## src/rtl/sys_defs.sv

```systemverilog
// Shared pipeline definitions: the fetch-to-buffer packet, the default
// instruction-buffer depth and the NOP encoding.
`ifndef SYS_DEFS_SV
`define SYS_DEFS_SV

`define NOP 32'h00000013

package sys_defs;

    localparam int unsigned IB_DEPTH_DEFAULT = 8;
    localparam logic [31:0] NOP_INST         = `NOP;

    typedef struct packed {
        logic        valid;
        logic [31:0] inst;
        logic [31:0] pc;
        logic [31:0] npc;
    } IF_IB_PACKET;

endpackage

`endif

```

## src/rtl/inst_buffer_if.sv

```systemverilog
// Fetch/dispatch-facing signal bundle of the instruction buffer.
interface inst_buffer_if
    import sys_defs::*;
#(
    parameter int unsigned IB_DEPTH = IB_DEPTH_DEFAULT,
    parameter int unsigned IB_IDX_W = $clog2(IB_DEPTH)
) ();

    IF_IB_PACKET         if_ib_packet;
    logic                ib_flush;
    logic                dp_ready;
    IF_IB_PACKET         ib_dp_packet;
    logic                ib_full;
    logic                ib_empty;
    logic [IB_IDX_W:0]   ib_count;
    logic                ib_overflow;

    modport master (
        output if_ib_packet, ib_flush, dp_ready,
        input  ib_dp_packet, ib_full, ib_empty, ib_count, ib_overflow
    );

    modport slave (
        input  if_ib_packet, ib_flush, dp_ready,
        output ib_dp_packet, ib_full, ib_empty, ib_count, ib_overflow
    );

endinterface

```

## src/rtl/inst_buffer.sv

```systemverilog
// Circular instruction FIFO between fetch and dispatch, flushed on redirect.
// Full/empty decode from the registered count only, so fetch may use them combinationally.
module inst_buffer
    import sys_defs::*;
#(
    parameter int unsigned IB_DEPTH = IB_DEPTH_DEFAULT,
    parameter int unsigned IB_IDX_W = $clog2(IB_DEPTH)
) (
    input  logic         clock,
    input  logic         reset,
    inst_buffer_if.slave ib
);

    localparam logic [IB_IDX_W:0]   DEPTH_CNT = (IB_IDX_W + 1)'(IB_DEPTH);
    localparam logic [IB_IDX_W-1:0] IDX_ONE   = IB_IDX_W'(1);
    localparam logic [IB_IDX_W:0]   CNT_ONE   = (IB_IDX_W + 1)'(1);

    IF_IB_PACKET         entries [IB_DEPTH];
    logic [IB_IDX_W-1:0] head;
    logic [IB_IDX_W-1:0] tail;
    logic [IB_IDX_W:0]   count;
    logic                overflow;
    logic                full;
    logic                empty;
    logic                push;
    logic                pop;
    IF_IB_PACKET         head_pkt;

    assign full  = (count == DEPTH_CNT);
    assign empty = (count == '0);
    assign push  = ib.if_ib_packet.valid && !full && !ib.ib_flush;
    assign pop   = !empty && ib.dp_ready && !ib.ib_flush;

    // Stale slots are masked so the head reads as all zeros when empty.
    always_comb begin
        head_pkt = '0;
        if (!empty) begin
            head_pkt       = entries[head];
            head_pkt.valid = 1'b1;
        end
    end

    always_ff @(posedge clock) begin
        if (!reset) begin
            head     <= '0;
            tail     <= '0;
            count    <= '0;
            overflow <= 1'b0;
            for (int unsigned i = 0; i < IB_DEPTH; i++) begin
                entries[i] <= '0;
            end
        end else begin
            if (ib.if_ib_packet.valid && full && !ib.ib_flush) begin
                overflow <= 1'b1;
            end
            if (ib.ib_flush) begin
                head  <= '0;
                tail  <= '0;
                count <= '0;
            end else begin
                if (push) begin
                    entries[tail] <= ib.if_ib_packet;
                    tail          <= tail + IDX_ONE;
                end
                if (pop) begin
                    head <= head + IDX_ONE;
                end
                case ({push, pop})
                    2'b10:   count <= count + CNT_ONE;
                    2'b01:   count <= count - CNT_ONE;
                    default: count <= count;
                endcase
            end
        end
    end

    assign ib.ib_dp_packet = head_pkt;
    assign ib.ib_full      = full;
    assign ib.ib_empty     = empty;
    assign ib.ib_count     = count;
    assign ib.ib_overflow  = overflow;

endmodule

```

## src/flat_wrapper.sv

```systemverilog
// flat-port wrapper written by rule: the top's interface ports become plain ports
module inst_buffer_flat import sys_defs::*;
#(
    parameter int unsigned IB_DEPTH = IB_DEPTH_DEFAULT,
    parameter int unsigned IB_IDX_W = $clog2(IB_DEPTH)
)
  (clock, reset, ib_if_ib_packet, ib_ib_flush, ib_dp_ready, ib_ib_dp_packet, ib_ib_full, ib_ib_empty, ib_ib_count, ib_ib_overflow);
  inst_buffer_if #(.IB_DEPTH(IB_DEPTH), .IB_IDX_W(IB_IDX_W)) ib_i ();
  input  logic clock;
  input  logic reset;
  input wire logic [$bits(ib_i.if_ib_packet)-1:0] ib_if_ib_packet;
  input wire logic [$bits(ib_i.ib_flush)-1:0] ib_ib_flush;
  input wire logic [$bits(ib_i.dp_ready)-1:0] ib_dp_ready;
  output wire logic [$bits(ib_i.ib_dp_packet)-1:0] ib_ib_dp_packet;
  output wire logic [$bits(ib_i.ib_full)-1:0] ib_ib_full;
  output wire logic [$bits(ib_i.ib_empty)-1:0] ib_ib_empty;
  output wire logic [$bits(ib_i.ib_count)-1:0] ib_ib_count;
  output wire logic [$bits(ib_i.ib_overflow)-1:0] ib_ib_overflow;
  assign ib_i.if_ib_packet = ib_if_ib_packet;
  assign ib_i.ib_flush = ib_ib_flush;
  assign ib_i.dp_ready = ib_dp_ready;
  assign ib_ib_dp_packet = ib_i.ib_dp_packet;
  assign ib_ib_full = ib_i.ib_full;
  assign ib_ib_empty = ib_i.ib_empty;
  assign ib_ib_count = ib_i.ib_count;
  assign ib_ib_overflow = ib_i.ib_overflow;
  inst_buffer #(.IB_DEPTH(IB_DEPTH), .IB_IDX_W(IB_IDX_W)) u_core (.clock(clock), .reset(reset), .ib(ib_i));
endmodule
```

## config.mk

```make
export PLATFORM = sky130hd
export DESIGN_NAME = inst_buffer_flat
export DESIGN_NICKNAME = d
export VERILOG_FILES = /design/src/rtl/sys_defs.sv /design/src/rtl/inst_buffer_if.sv /design/src/rtl/inst_buffer.sv /design/src/flat_wrapper.sv
export SDC_FILE = /design/constraint.sdc
export NUM_CORES = 1
export LEC_CHECK = 0
export CORE_MARGIN = 1.5
export CORE_UTILIZATION = 45
export DETAILED_ROUTE_END_ITERATION = 16
export PLACE_DENSITY = 0.73
export SYNTH_ARGS = -nofsm -noshare
export SYNTH_HDL_FRONTEND = slang
export SYNTH_SLANG_ARGS = --single-unit
```

## constraint.sdc

```tcl
create_clock -name clock -period 11.4 [get_ports clock]
set_input_delay 3.42 -clock clock [delete_from_list [all_inputs] [get_ports clock]]
set_output_delay 3.42 -clock clock [all_outputs]
set_load 0.1 [all_outputs]
```

# Word-level counts from Yosys, hierarchy flattened
# Memory sizes are Yosys's and may differ from the RTL's. A register that Yosys moved wholly into a read port is not among the register bits.
# Index checks and enable logic that the tools add are counted.
# totals
register_bits,11
latchBits,0
ram_bits,776
romBits,0
input_bits,101
out_inout_bits,104
elab_cells,38
n_memories,1
# mem_list
name,words,width,rd,rd_clocked_by_memory_dff,wr,line,source
u_core.entries,8,97,1,1,8,inst_buffer.sv:18,IF_IB_PACKET entries [IB_DEPTH];
# op_classes
n_addsub,4
n_mul,0
div,0
magnitude_cmp,0
n_eq_ne,3
shift,0
mux,12
n_bitwise,1
n_reduce_logical,13
# op_table
op,count
97-bit two-way mux,2
97-bit OR reduction,1
3-bit two-way mux,3
4-bit case mux with 2 select lines,1
"3-bit by 1-bit adder with 3-bit output, second input constant",2
1-bit logical AND,6
1-bit two-way mux,6
"4-bit by 1-bit adder with 4-bit output, second input constant",1
"4-bit == test, second input constant",1
4-bit zero test,1
"4-bit by 1-bit subtractor with 4-bit output, second input constant",1
1-bit zero test,3
"2-bit by 1-bit == test with 1-bit output, second input constant",1
"2-bit == test, second input constant",1
2-bit nonzero test,1
2-bit OR reduction,1
1-bit inverter,1

# Logic depth before layout (Yosys ltp)
# Gate-level depths: netlist of run 1.
# logic_depth
depth_word,10
mapped_depth,12
ltp_nobuf,10

# Worst setup path before layout of run 1
# Ideal clock, no wire load.
# synth_timing
path_kind,input -> register
startpoint,input ib_ib_flush
endpoint,"memory u_core.entries[0][0] (netlist bit), enable pin"
setup_ns,0.683
arrival_time_ns,11.101
required_time_ns,10.717
slack_ns,-0.384
path_stages,7
n_path_buf,2
path_cell_list,nand2b_1 > nor2_4 > inv_2 > or3_1 > buf_2 > buf_6 > o21ai_0
# synth_rtl
element,line,source
start: declaration,flat_wrapper.sv:12,input wire logic [$bits(ib_i.ib_flush)-1:0] ib_ib_flush;
end: declaration,inst_buffer.sv:18,

==> impl_metrics.yaml, run 1 <==
outcome:
  run_status: "finished, final reports clean"
clocking:
  cts_tree: "built"
  cts-root-buf: "clkbuf_16"
  cts-htree-levels: 3
  clk-insertion-delay-late_ps: 630
  cts_sinks: 782
  tritoncts.num_buffers: 81
  cts_max_path_buffers: 3
  cts_setup_buffers: 0
  hold_buffers: 0
  clk_pin_slew_worst_paths_ps: 70
  ctsResizeCount: 0
logic_synthesis:
  yosysUniqueCellTypes: 36
  yosys-top-cells-count: "edfxtp_1, nor2_1, nand2_1"
  synthesis.area_mm2: 0.0344
  synth_xor_area_frac: 0.00178
  synth_fa_ha_area_frac: 0.00182
  yosys_warnings: 0
  post-synth-top-count-cell: "edfxtp_1"
  synth_compound_area_frac: 0.00262
  synth-simple-area-share: 0.133
  synth_top_flop_cell: "edfxtp_1"
  syn_inst: 2382
  synth_edf_count: 768
  synthTopCellsByArea: "edfxtp_1, mux4_2, nor2_1"
  synth_seq_cells: 782
  syn_area_per_cell_um2: 14.5
  synthDominantCellAreaShare: 0.670
  yosysTopAreaCell: "edfxtp_1"
  async_flop_share: 0
  synth_top_family_by_area: "multiplexers"
  yosysSeqAreaShare: 0.678
  synthMuxAreaShare: 0.154
  syn_nets: 2488
floorplan:
  dieWidth_um: 280
  die_area_mm2: 0.0782
  ios: 205
  initial_core_util: 0.454
  core_mm2: 0.0758
  fp.dieH_um: 280
  rows: 101
route:
  via_count: 20800
  ant_nets: 0
  dr.pass1.iters: 7
  drc: 0
  routed_wl_um: 90800
  drtIter0Drc: 2123
  wl_per_cell_um: 25.4
  vias_per_cell: 5.82
power:
  vdd_drop_max_mv: 0.0887
  p_sw_mw: 1.40
  clockPowerShare: 0.422
  swShare: 0.219
  power_mw: 6.38
  powerDensity_mw_per_mm2: 160
  p_seq_frac: 0.515
  internal_power_mw: 4.99
  power_leakage_nw: 12.9
  pwr-share-comb: 0.062
global_route:
  grt_pass1_wl_um: 135000
  grt_usage: 0.234
  gr-total-overflow: 0
  grt_max_degree: 88
  antenna_found_initial: 11
  grt_pass1_vias: 21700
sta:
  rsz0062_at_grt: "no"
  clock_skew_ps: 22.0
  fmax_ghz: 0.128
  hold_ws_ps: 493
  hold_viol: 0
  setup_viol: 0
  worst_slew_pin_slew_ps: 1400
  min_period_ps: 7820
  setup_tns_ps: 0
  min_period_over_period: 0.686
  worst_slack_ps: 3580
  slew_viol_final: 0
  slew_headroom: 0.0667
final_layout:
  final_core_util: 0.526
  areaGrowthSynthToFinish_pct: 15.9
  design_area_mm2: 0.0399
  instances_no_fill: 3576
  nets: 2640
  drive_above_1_share: 0.147
worst_setup_path:
  startpoint_type: "register"
  cp_max_fo: 58
  cp.required_ps: 7980
  critical_path_arrival_ps: 4400
  path_class: "reg -> out"
  end_kind: "primary output"
  reg2reg_depth: 5
place:
  globalplace.congestion: 0.778
  dpl_cell_area_mm2: 0.0372
  place_ws_ps: 4220
  hpwlAfterDp_um: 49300
  dp.cells: 3429
  portBuffers: 204
min_path:
  worstHoldPathType: "reg -> reg"
  whs_path_depth: 2
run:
  cap_violations: 0
layer usage:
metal,vias to the layer above,wire length [µm],track usage,share of wire
met3,158,8820,0.0553,0.097
met1,10700,34800,0.305,0.38
met5,-,60,0,0.00066
met2,1059,45000,0.391,0.50
li1,8921,-,-,-
met4,10,2020,0.0735,0.022
cell usage in the layout, fill, tap and decap left out, types with 2 or more instances in the layout:
| cell | count |
|---|---|
| nand2b_1 | 3 |
| mux2i_1 | 97 |
| nor3_2 | 3 |
| clkbuf_16 | 85 |
| clkinv_1 | 12 |
| buf_12 | 2 |
| clkbuf_1 | 8 |
| dfxtp_1 | 11 |
| or3_4 | 3 |
| dfxtp_4 | 3 |
| nor3_1 | 2 |
| o21ai_0 | 3 |
| nand3_1 | 3 |
| mux4_2 | 192 |
| xnor2_1 | 2 |
| nor2_1 | 747 |
| buf_4 | 40 |
| inv_6 | 3 |
| diode_2 | 6 |
| bufinv_16 | 11 |
| o21ai_4 | 8 |
| edfxtp_1 | 768 |
| nand2_1 | 198 |
| clkinv_2 | 16 |
| clkinv_4 | 2 |
| inv_1 | 3 |
| nor4_4 | 2 |
| xor2_1 | 5 |
| a21oi_1 | 4 |
| clkinvlp_4 | 4 |
| ha_1 | 5 |
| and2_1 | 125 |
| nor2b_1 | 3 |
| clkdlybuf4s50_1 | 203 |
state kept, by name, indices dropped and copies added, names as in the netlist, named ones only:
name and flops:
u_core.ib.ib_count 4, u_core.entries 768, u_core.tail 3, u_core.ib.ib_overflow 1
u_core.head 3
path summary, 6_finish.rpt:
check | startpoint | end | slack [ps]
setup / recovery | register | ib_ib_dp_packet[52] | 3580
hold / removal | u_core.ib.ib_overflow$_SDFFE_PN0P_ | u_core.ib.ib_overflow$_SDFFE_PN0P_ | 490
setup reg to reg | u_core.ib.ib_count[0]$_SDFFE_PP0P_ | u_core.entries[4][44]$_SDFFCE_PN0P_ | 7560
hold reg to reg | u_core.ib.ib_overflow$_SDFFE_PN0P_ | u_core.ib.ib_overflow$_SDFFE_PN0P_ | 490
layout make-up:
class,count,area (µm²)
sequential,782,23400
fill,6068,35900
clock buffer,93,2160
timing repair buffer,245,2370
antenna,6,15.0
clock inverter,48,529
tap,978,1220
inverter,5,21.3
multi-input combinational,1419,10200
power groups by stage:
stage,clock network (mW),registers [mW],logic [mW]
after floorplan,0,3.36,0.237
after detailed placement,0,3.35,0.398
final,2.70,3.29,0.398
after global routing,2.83,3.30,0.419
after CTS,2.73,3.29,0.400
after global placement,0,3.34,0.395
cells by family after synthesis:
family                     count (synthesis)
buffers and inverters                    181
AOI/OAI and AO/OA                         17
xor gates and xnor gates                   7
muxes                                    289
adders and majority gates                  5
DFF                                      782
and+or+nand+nor                         1101
critical path, cell delays in order (launching register included):
cell and delay (ps):
dfxtp_4 980, buf_4 820, mux4_2 360, mux2i_1 70
nor2_1 300, clkdlybuf4s50_1 1200
Note: power is estimated with default switching activity, not from simulation.
==> inputs of run 2 (changes only) <==
--- a/config.mk
+++ b/config.mk
@@ -8,7 +8,7 @@
 export CORE_MARGIN = 1.5
 export CORE_UTILIZATION = 45
 export DETAILED_ROUTE_END_ITERATION = 16
-export PLACE_DENSITY = 0.73
+export PLACE_DENSITY = 0.7
 export SYNTH_ARGS = -nofsm -noshare
 export SYNTH_HDL_FRONTEND = slang
 export SYNTH_SLANG_ARGS = --single-unit
==> constraint.sdc (replaced) <==
create_clock -name clock -period 7.9 [get_ports clock]
set_input_delay 2.37 -clock clock [delete_from_list [all_inputs] [get_ports clock]]
set_output_delay 2.37 -clock clock [all_outputs]
set_load 0.1 [all_outputs]
==> run 2 against run 1 <==
Compared with the run above:
- utilization fell by 0.16 points
- die area unchanged
- via count down 0.60%
- count of clock-buffer cells in the layout up 15
- combinational power grew 45%
- cell area shrank 0.30%
- hold slack improved by 3.8 ps
- first-iteration DRC count is 0.28% lower
- clock skew down 3.9 ps
- highest routed layer unchanged
==> impl_metrics.yaml, run 2 (synthesis results as in run 1) <==
place:
  globalplace.congestion: 0.757
  hpwlAfterDp_um: 49300
  place_ws_ps: 1880
  portBuffers: 204
route:
  dr.pass1.iters: 7
  vias_per_cell: 5.78
  routed_wl_um: 90700
  drc: 0
  wl_per_cell_um: 25.3
  via_count: 20700
  ant_nets: 0
  drtIter0Drc: 2117
clocking:
  cts_tree: "built"
  clk_pin_slew_worst_paths_ps: 60
  clk-insertion-delay-late_ps: 610
  cts-root-buf: "clkbuf_16"
  cts-htree-levels: 3
  hold_buffers: 0
  ctsResizeCount: 0
  cts_sinks: 782
  cts_max_path_buffers: 3
  tritoncts.num_buffers: 77
  cts_setup_buffers: 0
sta:
  rsz0062_at_grt: "no"
  min_period_ps: 6470
  hold_ws_ps: 497
  slew_headroom: 0.211
  setup_tns_ps: 0
  worst_slack_ps: 1430
  clock_skew_ps: 18.1
  worst_slew_pin_slew_ps: 1180
  fmax_ghz: 0.154
  setup_viol: 0
  slew_viol_final: 0
  min_period_over_period: 0.819
  hold_viol: 0
global_route:
  antenna_found_initial: 11
  grt_pass1_wl_um: 135000
  grt_pass1_vias: 21600
  gr-total-overflow: 0
  grt_usage: 0.234
  grt_max_degree: 137
final_layout:
  largest_reg_flops: 768
  final_core_util: 0.525
  drive_above_1_share: 0.143
  areaGrowthSynthToFinish_pct: 15.6
  top_register: "u_core.entries"
  nets: 2643
  final_common_cell: "edfxtp_1"
  mostFrequentLayoutCells: "edfxtp_1, nor2_1, clkdlybuf4s50_1, nand2_1, mux4_2"
  num-fill-cells: 6149
power:
  vdd_drop_max_mv: 0.166
  power_mw: 8.82
  power_leakage_nw: 12.8
  powerDensity_mw_per_mm2: 222
worst_setup_path:
  end_kind: "primary output"
  cp_max_fo: 39
  startpoint_type: "register"
  cp.required_ps: 5530
  path_class: "reg -> out"
  critical_path_arrival_ps: 4100
floorplan:
  rows: 101
  ios: 205
  fp.dieH_um: 280
  core_mm2: 0.0758
  die_area_mm2: 0.0782
  initial_core_util: 0.454
  dieWidth_um: 280
outcome:
  run_status: "finished, final reports clean"
min_path:
  worstHoldPathType: "reg -> reg"
run:
  cap_violations: 0
[run 2: changes by cell type in the layout (fill, tap and decap cells not counted), moves of 2 or more]
| cell | change |
|---|---|
| clkinv_4 | -2 |
| clkbuf_8 | +5 |
| clkinvlp_4 | -2 |
| buf_12 | +12 |
| bufinv_16 | -9 |
| clkbuf_1 | +14 |
| clkbuf_16 | -4 |
| inv_6 | -3 |
| buf_4 | -5 |
[run 2: cell type report]
type | count | area, µm² | share of cell area
sequential | 782 | 23400 | 0.587
multi-input combinational | 1419 | 10200 | 0.257
timing repair buffer | 252 | 2570 | 0.0647
clock buffer | 108 | 2180 | 0.0548
tap | 978 | 1220 | 0.0308
clock inverter | 30 | 191 | 0.00481
inverter | 5 | 21.3 | 0.000535
antenna | 6 | 15.0 | 0.000377
[run 2: worst paths after layout]
kind,start,to,slack [ps],depth (start not counted)
worst max register to register,u_core.ib.ib_count[1]$_SDFFE_PP0P_,u_core.entries[1][38]$_SDFFCE_PN0P_,4360,7
worst max-delay path,register,ib_ib_dp_packet[43],1430,5
worst min-delay path,u_core.ib.ib_overflow$_SDFFE_PN0P_,u_core.ib.ib_overflow$_SDFFE_PN0P_,500,2
worst min register to register,u_core.ib.ib_overflow$_SDFFE_PN0P_,u_core.ib.ib_overflow$_SDFFE_PN0P_,500,2
[run 2: per-layer routing]
| layer | share of wire | track usage | wire [µm] |
|---|---|---|---|
| met1 | 0.39 | 0.305 | 35000 |
| met2 | 0.49 | 0.395 | 44900 |
| met3 | 0.097 | 0.0493 | 8750 |
| met4 | 0.021 | 0.0699 | 1940 |
| met5 | 0.00074 | 0 | 67 |
[run 2: worst max-delay path: stages, from the launching register on]
cell and delay (ps):
dfxtp_4 950, buf_4 570, mux4_2 580, mux2i_1 320
nor2_1 90, clkdlybuf4s50_1 980
[run 2: where the power goes]
| group | switching [mW] | leakage (nW) | internal [mW] |
|---|---|---|---|
| sequential | 0.0460 | 8.08 | 4.70 |
| combinational | 0.390 | 3.60 | 0.186 |
| clock | 1.52 | 1.16 | 1.99 |
[run 2: through the flow]
stage	cell area, µm²	instances
6_report	39800	3580
5_1_grt	39800	3577
4_1_cts	39800	3574
3_5_place_dp	37400	3436
3_3_place_gp	37400	3436
2_1_floorplan	34400	2382
